<file path="src/rtl/reorder_buffer.sv">
// Reorder buffer: circular queue of in-flight instructions that retires results in program order,
// with out-of-order writeback, youngest-producer operand forwarding and exception/flush recovery.
module reorder_buffer #(
    parameter int ROB_ENTRIES     = 8,
    parameter int ROB_ENTRY_WIDTH = $clog2(ROB_ENTRIES),
    parameter int DATA_WIDTH      = 32,
    parameter int ADDR_WIDTH      = 32
) (
    input  logic                       clk,
    input  logic                       rst_n,

    input  logic                       alloc_valid_i,
    output logic                       alloc_ready_o,
    input  logic [4:0]                 alloc_rd_i,
    input  logic [ADDR_WIDTH-1:0]      alloc_pc_i,
    input  logic                       alloc_is_store_i,
    output logic [ROB_ENTRY_WIDTH-1:0] alloc_tag_o,

    input  logic                       wb_valid_i,
    input  logic [ROB_ENTRY_WIDTH-1:0] wb_tag_i,
    input  logic [DATA_WIDTH-1:0]      wb_data_i,
    input  logic                       wb_exc_i,

    input  logic [4:0]                 lookup_rs_i,
    output logic                       lookup_hit_o,
    output logic                       lookup_ready_o,
    output logic [DATA_WIDTH-1:0]      lookup_data_o,

    output logic                       commit_valid_o,
    input  logic                       commit_ready_i,
    output logic [4:0]                 commit_rd_o,
    output logic [DATA_WIDTH-1:0]      commit_data_o,
    output logic [ADDR_WIDTH-1:0]      commit_pc_o,
    output logic                       commit_is_store_o,
    output logic                       commit_exc_o,

    input  logic                       flush_i,

    output logic [ROB_ENTRY_WIDTH:0]   count_o,
    output logic                       empty_o,
    output logic                       full_o
);

    localparam int CNT_W = ROB_ENTRY_WIDTH + 1;

    typedef enum logic [1:0] {
        ENT_FREE    = 2'd0,
        ENT_PENDING = 2'd1,
        ENT_DONE    = 2'd2
    } ent_state_e;

    ent_state_e                 ent_state     [ROB_ENTRIES];
    ent_state_e                 ent_state_nxt [ROB_ENTRIES];
    logic [4:0]                 ent_rd        [ROB_ENTRIES];
    logic [ADDR_WIDTH-1:0]      ent_pc        [ROB_ENTRIES];
    logic                       ent_is_store  [ROB_ENTRIES];
    logic [DATA_WIDTH-1:0]      ent_data      [ROB_ENTRIES];
    logic                       ent_exc       [ROB_ENTRIES];

    logic [ROB_ENTRY_WIDTH-1:0] head, head_nxt;
    logic [ROB_ENTRY_WIDTH-1:0] tail, tail_nxt;
    logic [CNT_W-1:0]           count, count_nxt;
    logic [ROB_ENTRY_WIDTH-1:0] lk_idx;

    logic alloc_fire;
    logic commit_fire;
    logic wb_fire;
    logic flush_all;

    assign full_o        = (count == CNT_W'(ROB_ENTRIES));
    assign empty_o       = (count == '0);
    assign count_o       = count;
    assign alloc_ready_o = !full_o;
    assign alloc_tag_o   = tail;

    assign commit_valid_o    = (ent_state[head] == ENT_DONE);
    assign commit_rd_o       = ent_rd[head];
    assign commit_data_o     = ent_data[head];
    assign commit_pc_o       = ent_pc[head];
    assign commit_is_store_o = ent_is_store[head];
    assign commit_exc_o      = ent_exc[head];

    assign commit_fire = commit_valid_o && commit_ready_i;
    // A retiring exception throws away everything younger, exactly like an external flush.
    assign flush_all   = flush_i || (commit_fire && commit_exc_o);
    // Full blocks alloc even when the head retires this cycle: no same-cycle slot reuse.
    assign alloc_fire  = alloc_valid_i && alloc_ready_o && !flush_all;
    // Only PENDING entries accept results; the head being retired is already DONE.
    assign wb_fire     = wb_valid_i && (ent_state[wb_tag_i] == ENT_PENDING) && !flush_all;

    always_comb begin
        for (int i = 0; i < ROB_ENTRIES; i++) begin
            ent_state_nxt[i] = ent_state[i];
        end
        head_nxt  = head;
        tail_nxt  = tail;
        count_nxt = count;

        if (flush_all) begin
            for (int i = 0; i < ROB_ENTRIES; i++) begin
                ent_state_nxt[i] = ENT_FREE;
            end
            head_nxt  = '0;
            tail_nxt  = '0;
            count_nxt = '0;
        end else begin
            if (wb_fire) begin
                ent_state_nxt[wb_tag_i] = ENT_DONE;
            end
            if (commit_fire) begin
                ent_state_nxt[head] = ENT_FREE;
                head_nxt            = head + 1'b1;
            end
            if (alloc_fire) begin
                ent_state_nxt[tail] = ENT_PENDING;
                tail_nxt            = tail + 1'b1;
            end
            case ({alloc_fire, commit_fire})
                2'b10:   count_nxt = count + 1'b1;
                2'b01:   count_nxt = count - 1'b1;
                default: count_nxt = count;
            endcase
        end
    end

    always_ff @(posedge clk) begin
        if (!rst_n) begin
            head  <= '0;
            tail  <= '0;
            count <= '0;
            for (int i = 0; i < ROB_ENTRIES; i++) begin
                ent_state[i] <= ENT_FREE;
            end
        end else begin
            head  <= head_nxt;
            tail  <= tail_nxt;
            count <= count_nxt;
            for (int i = 0; i < ROB_ENTRIES; i++) begin
                ent_state[i] <= ent_state_nxt[i];
            end
        end
    end

    // Payload fields carry no reset; entry state alone decides whether they are meaningful.
    always_ff @(posedge clk) begin
        if (alloc_fire) begin
            ent_rd[tail]       <= alloc_rd_i;
            ent_pc[tail]       <= alloc_pc_i;
            ent_is_store[tail] <= alloc_is_store_i;
        end
        if (wb_fire) begin
            ent_data[wb_tag_i] <= wb_data_i;
            ent_exc[wb_tag_i]  <= wb_exc_i;
        end
    end

    // Walk from oldest to youngest so the last match is the closest producer behind tail.
    always_comb begin
        lookup_hit_o   = 1'b0;
        lookup_ready_o = 1'b0;
        lookup_data_o  = '0;
        lk_idx         = head;
        for (int k = 0; k < ROB_ENTRIES; k++) begin
            lk_idx = head + ROB_ENTRY_WIDTH'(k);
            if ((ent_state[lk_idx] != ENT_FREE) && !ent_is_store[lk_idx] &&
                (ent_rd[lk_idx] == lookup_rs_i) && (lookup_rs_i != 5'd0)) begin
                lookup_hit_o   = 1'b1;
                lookup_ready_o = (ent_state[lk_idx] == ENT_DONE);
                lookup_data_o  = ent_data[lk_idx];
            end
        end
    end

endmodule

</file>
<file path="config.mk">
export PLATFORM = sky130hd
export DESIGN_NAME = reorder_buffer
export DESIGN_NICKNAME = d
export VERILOG_FILES = /design/src/rtl/reorder_buffer.sv
export SDC_FILE = /design/constraint.sdc
export NUM_CORES = 1
export LEC_CHECK = 0
export CORE_UTILIZATION = 40
export CTS_BUF_LIST = sky130_fd_sc_hd__clkbuf_8
export DETAILED_ROUTE_END_ITERATION = 8
export PLACE_DENSITY = 0.54
export SYNTH_ARGS = -nofsm -noshare
export SYNTH_HDL_FRONTEND = slang
export SYNTH_SLANG_ARGS = --single-unit
</file>
<file path="constraint.sdc">
create_clock -name clk -period 8.4 [get_ports clk]
set_clock_uncertainty 0.15 [all_clocks]
set_input_delay 1.26 -clock clk [delete_from_list [all_inputs] [get_ports clk]]
set_output_delay 1.26 -clock clk [all_outputs]
set_load 0.01 [all_outputs]
</file>
==> flow_summary.json, run 1 <==
{
  "synthTopCellsByArea": "edfxtp_1, mux4_2, mux2i_1, nand2_1, mux2_2",
  "final_common_cell": "edfxtp_1",
  "multi_input_area_mm2": 0.01923,
  "rsz0062_at_grt": "no",
  "drt_wl_total_mm": 117.1,
  "synth_top_area_share_pct": 44.77,
  "placed_cells": 3859,
  "num_io_pins": 201,
  "grt_pass1_wl_mm": 172.9,
  "core-area_mm2": 0.09389,
  "ir_drop_mv": 0.1395,
  "insertion_delay_ps": 770,
  "hold_buffers": 0,
  "post-route-period-util_pct": 92.25,
  "seq_area_frac_synth_pct": 46.29,
  "yosys_most_used_dff": "edfxtp_1",
  "cp_max_fo": 61,
  "powerDensity_mw_per_mm2": 141.3,
  "regArea_mm2": 0.01766,
  "drcViolationCount": 0,
  "row_count": 112,
  "vias": 26047,
  "drtPass1Iterations": 7,
  "synth.distinct_cells": 74,
  "hold_viol_final": 0,
  "final.min_clock_period_ps": 7749,
  "finalPower_mw": 6.115,
  "place.gp.congestion": 0.8679,
  "syn_nets": 2672,
  "cts_sinks": 597,
  "fp.dieW_um": 310.6,
  "cts_tree": "done",
  "cts_resized": 0,
  "yosys.area.top_type": "edfxtp_1",
  "nFillCells": 8261,
  "grt_start_max_net_pins": 169,
  "syn-instance-count": 2576,
  "synth-warning-count": 0,
  "clk_pin_slew_ps": 70,
  "layout-drive-gt1-share_pct": 28.70,
  "grt_pass1_vias": 26758,
  "antenna_found_initial": 10,
  "min_path_type": "reg -> reg",
  "cts_buffers": 105,
  "worst_pin_slew_ps": 1200,
  "synth_edf_count": 568,
  "fin_tns_setup_ps": 0,
  "start_util_pct": 40.58,
  "htreeDepth": 3,
  "power_leakage_nw": 13.22,
  "hpwl_mm": 70.24,
  "stdcell_count": 4057,
  "slew_viol_final": 0,
  "numPortBuffers": 200,
  "required_ps": 6990,
  "grt_usage_pct": 23.92,
  "grt-ovfl-total": 0,
  "root_buffer": "clkbuf_8",
  "dieArea_mm2": 0.09648,
  "synth_area_mm2": 0.03810,
  "mostFrequentLayoutCells": "edfxtp_1, mux4_2, nand2_1, mux2i_1, clkdlybuf4s50_1",
  "die_h_um": 310.6,
  "avgRoutedWirePerCell_um": 28.87,
  "cp-end-kind": "primary output",
  "finalSetupViolCount": 0,
  "hold_slack_ps": 430.9,
  "drv_cap": 0,
  "nets": 2808,
  "critPathArrivalTime_ps": 6340,
  "max_freq_ghz": 0.1291,
  "clk_path_buf_depth": 3,
  "postSynth.asyncResetShare_pct": 0,
  "ant_nets": 0,
  "area_delta_synth_final_pct": 13.58,
  "viasPerCell": 6.420,
  "status": "completed",
  "post_cts_buffers": 0,
  "yosys_register_bits": 597,
  "drtIter0Drc": 2410,
  "timing.slew.headroom_pct": 20.00,
  "cp-start-kind": "register",
  "avgSynthCellArea_um2": 14.79,
  "path_class": "reg -> out"
}
## layer usage
metal,vias to the layer above,wire [um],GRT usage [%]
met2,1398,56360,38.83
met5,-,78,0
met3,287,11050,6.092
met1,13492,45810,30.96
li1,10858,-,-
met4,12,3811,8.708
## report_power, final
part	switching, mW	internal, mW
combinational	0.105	0.0898
clock	1.28	1.35
sequential	0.0119	3.28
## registers in the layout, summed over array words and instances (netlist names), named ones only
signal / count
ent_data: 256
head: 3
ent_is_store: 8
ent_pc: 256
ent_rd: 40
alloc_tag_o: 3
ent_exc: 8
ent_state: 16
count_o: 4
## final timing paths
path / from / end / slack, ps / cells past startpoint
max: head[1]$_SDFFE_PP0N_ / lookup_data_o[3] / 650 / 13
min: count_o[3]$_SDFFE_PP0P_ / count_o[3]$_SDFFE_PP0P_ / 430 / 2
max reg2reg: register / ent_pc[0][20]$_DFFE_PP_ / 2870 / 10
min reg2reg: count_o[3]$_SDFFE_PP0P_ / count_o[3]$_SDFFE_PP0P_ / 430 / 2
## final cells by class
cell class,count,share of cell area [%]
flip-flops and latches,597,40.81
clock buffers,106,3.372
clock inverters,87,1.347
repair buffers,264,5.881
diodes,5,0.02892
inverters,56,0.4858
multi-input cells,1688,44.45
well taps,1254,3.626
## cell families after synthesis
| logic type | count (synthesis) | synth area share [%] |
|---|---|---|
| xor+xnor | 53 | 1.307 |
| mux | 733 | 35.16 |
| fa+ha+maj | 11 | 0.3810 |
| flops | 597 | 46.29 |
| compound gates | 269 | 6.210 |
| simple gates | 622 | 7.012 |
| buf+inv | 291 | 3.635 |
## through the flow
| step | area (um^2) | utilization [%] | setup WS [ps] |
|---|---|---|---|
| after floorplan | 38100 | - | 2047 |
| after global placement | 41220 | 43.90 | 1475 |
| after detailed placement | 41220 | 43.90 | 1343 |
| after CTS | 43260 | 46.07 | 597.4 |
| after global routing | 43270 | 46.08 | 323.7 |
| final | 43270 | 46.09 | 651.0 |
## synthesized netlist by cell type (all sizes together) (37+ instances only)
cell and n:
a211oi 38, a21oi 47, buf 133, clkbuf 102, edfxtp 568, inv 53, mux2 53, mux2i 201
mux4 479, nand2 440, nor2 42, nor3 49, xnor2 37
## critical path, stage by stage, from the launching register on
cell and delay [ps]:
dfxtp_4 370, inv_2 130, ha_4 840, buf_4 450
mux2i_1 160, mux4_2 530, a22oi_1 170, o211ai_1 130
nor4_2 570, nor3b_4 800, buf_12 300, nand2_1 80
a31oi_1 370, clkdlybuf4s50_1 640
Power figures use the tool's default switching activity.
==> inputs of run 2 (changes only) <==
--- a/config.mk
+++ b/config.mk
@@ -5,10 +5,10 @@
 export SDC_FILE = /design/constraint.sdc
 export NUM_CORES = 1
 export LEC_CHECK = 0
+export ABC_AREA = 1
 export CORE_UTILIZATION = 40
 export CTS_BUF_LIST = sky130_fd_sc_hd__clkbuf_8
 export DETAILED_ROUTE_END_ITERATION = 8
-export PLACE_DENSITY = 0.54
 export SYNTH_ARGS = -nofsm -noshare
 export SYNTH_HDL_FRONTEND = slang
 export SYNTH_SLANG_ARGS = --single-unit
==> run 2 against run 1 <==
Compared with the run above: power shrank 2.4%; die area decreased by 1.3%; cell area decreased by 3.1%.
==> flow_summary.json, run 2 <==
{
  "avgSynthCellArea_um2": 7.429,
  "placed_cells": 6211,
  "area_delta_synth_final_pct": 11.59,
  "yosys_register_bits": 597,
  "seq_area_frac_synth_pct": 46.92,
  "drv_cap": 0,
  "status": "completed",
  "hold_buffers": 0,
  "fp.dieW_um": 308.6,
  "synth_edf_count": 568,
  "nFillCells": 9310,
  "htreeDepth": 3,
  "place_ws_ps": 1383,
  "layout-drive-gt1-share_pct": 4.705,
  "final_util_pct": 45.01,
  "synth_top_area_share_pct": 45.37,
  "root_buffer": "clkbuf_8",
  "num_io_pins": 201,
  "power_leakage_nw": 17.06,
  "yosys.area.top_type": "edfxtp_1",
  "syn_nets": 5156,
  "die_h_um": 308.6,
  "drcViolationCount": 0,
  "dpl_cell_area_mm2": 0.04003,
  "row_count": 112,
  "grt_start_max_net_pins": 243,
  "final_area_mm2": 0.04195,
  "antenna_found_initial": 20,
  "ir_drop_mv": 0.1776,
  "viasPerCell": 5.464,
  "min_path_type": "reg -> reg",
  "synth.distinct_cells": 48,
  "nets": 5157,
  "fin_tns_setup_ps": 0,
  "synth.most_common_cell": "nand2_1",
  "clk_pin_slew_ps": 60,
  "synthTopCellsByCount": "nand2_1, nor2_1, o21ai_0, edfxtp_1, inv_1",
  "cp_max_fo": 71,
  "critPathArrivalTime_ps": 6200,
  "drtPass1Iterations": 6,
  "post-route-period-util_pct": 90.61,
  "dieArea_mm2": 0.09520,
  "drtIter0Drc": 3728,
  "numPortBuffers": 200,
  "powerDensity_mw_per_mm2": 142.3,
  "post_cts_buffers": 0,
  "mostFrequentLayoutCells": "nand2_1, nor2_1, o21ai_0, edfxtp_1, inv_1",
  "cp-end-kind": "primary output",
  "grt_usage_pct": 27.09,
  "stdcell_count": 6403,
  "place.gp.congestion": 0.9408,
  "required_ps": 6990,
  "synth-warning-count": 0,
  "rsz0062_at_grt": "no",
  "grt_pass1_wl_mm": 194.8,
  "grt_pass1_vias": 31743,
  "top_regs": "ent_data: 256 flops, ent_pc: 256 flops, ent_rd: 40 flops",
  "ant_nets": 0,
  "cts_resized": 0,
  "yosys_most_used_dff": "edfxtp_1",
  "syn-instance-count": 5060,
  "cts_buffers": 102,
  "start_util_pct": 40.34,
  "cts_tree": "done",
  "hold_slack_ps": 373.2,
  "final.min_clock_period_ps": 7611,
  "core-area_mm2": 0.09319,
  "synthTopCellsByArea": "edfxtp_1, nand2_1, o21ai_0, nor2_1, nand3_1",
  "slew_viol_final": 0,
  "cp-start-kind": "register",
  "finalPower_mw": 5.968,
  "hpwl_mm": 77.39,
  "finalSetupViolCount": 0,
  "grt-ovfl-total": 0,
  "vias": 34987,
  "postSynth.asyncResetShare_pct": 0,
  "synth_area_mm2": 0.03759,
  "timing.slew.headroom_pct": 8.960,
  "drt_wl_total_mm": 131.3,
  "final_common_cell": "nand2_1",
  "cts_sinks": 597,
  "clk_path_buf_depth": 3,
  "insertion_delay_ps": 790,
  "layout_setup_ws_ps": 789.1,
  "hold_viol_final": 0,
  "path_class": "reg -> out",
  "max_freq_ghz": 0.1314,
  "worst_pin_slew_ps": 1362,
  "avgRoutedWirePerCell_um": 20.50
}
==> run 2: final cells by class <==
cell class	instances	area [um^2]	area share (%)
Sequential cell	597	17650	42.09
Multi-Input combinational cell	3719	16890	40.27
Timing Repair Buffer	255	2440	5.817
Tap cell	1254	1569	3.740
Clock buffer	108	1486	3.544
Inverter	386	1479	3.526
Clock inverter	78	414.1	0.9873
Antenna cell	6	15.01	0.03579
==> run 2: worst paths after layout <==
kind / from / endpoint / slack (ps) / cells past startpoint
worst max-delay path: head[1]$_SDFFE_PP0N_ / lookup_ready_o / 790 / 17
worst min-delay path: count_o[0]$_SDFFE_PP0P_ / count_o[0]$_SDFFE_PP0P_ / 370 / 2
worst max register to register: register / count_o[3]$_SDFFE_PP0P_ / 3230 / 17
worst min register to register: count_o[0]$_SDFFE_PP0P_ / count_o[0]$_SDFFE_PP0P_ / 370 / 2
==> run 2: metal layers <==
layer  wire [um]  vias up  track usage, %
li1            -    16978               -
met1       54670    16103           36.00
met2       58330     1591           42.46
met3       14130      289           7.091
met4        3987       26           9.707
met5         155        -               0
==> run 2: worst max-delay path, cell delays in order (launching register included) <==
cell and delay (ps):
dfxtp_4 680, inv_4 260, ha_4 440, inv_4 670
nand3_1 140, nand2_1 110, o21ai_0 90, a31oi_1 170
nand2_1 80, nor2_1 230, nand3b_4 570, inv_2 960
a21oi_1 80, nand2_1 120, nand2_1 50, nand2_1 50
nand2_1 160, clkdlybuf4s50_1 530
==> run 2: cell families (layout without fill, tap and decap cells) <==
group                    count (synthesis)  after routing  synth area share (%)
buffers and inverters                  744            827                 8.331
AO/OA/AOI/OAI                         1202           1202                 16.63
other                                    0              6                     0
XOR/XNOR                                 8              8                0.1864
multiplexers                            64             64                 1.704
flip-flops                             597            597                 46.92
AND/OR/NAND/NOR                       2434           2434                 25.84
adder cells (fa/ha/maj)                 11             11                0.3861
==> run 2: where the power goes <==
group,leakage [nW],total [mW],internal (mW),switching (mW)
Sequential,5.36,3.28,3.27,0.00536
Clock,1.13,2.52,1.24,1.28
Combinational,10.6,0.172,0.0689,0.103
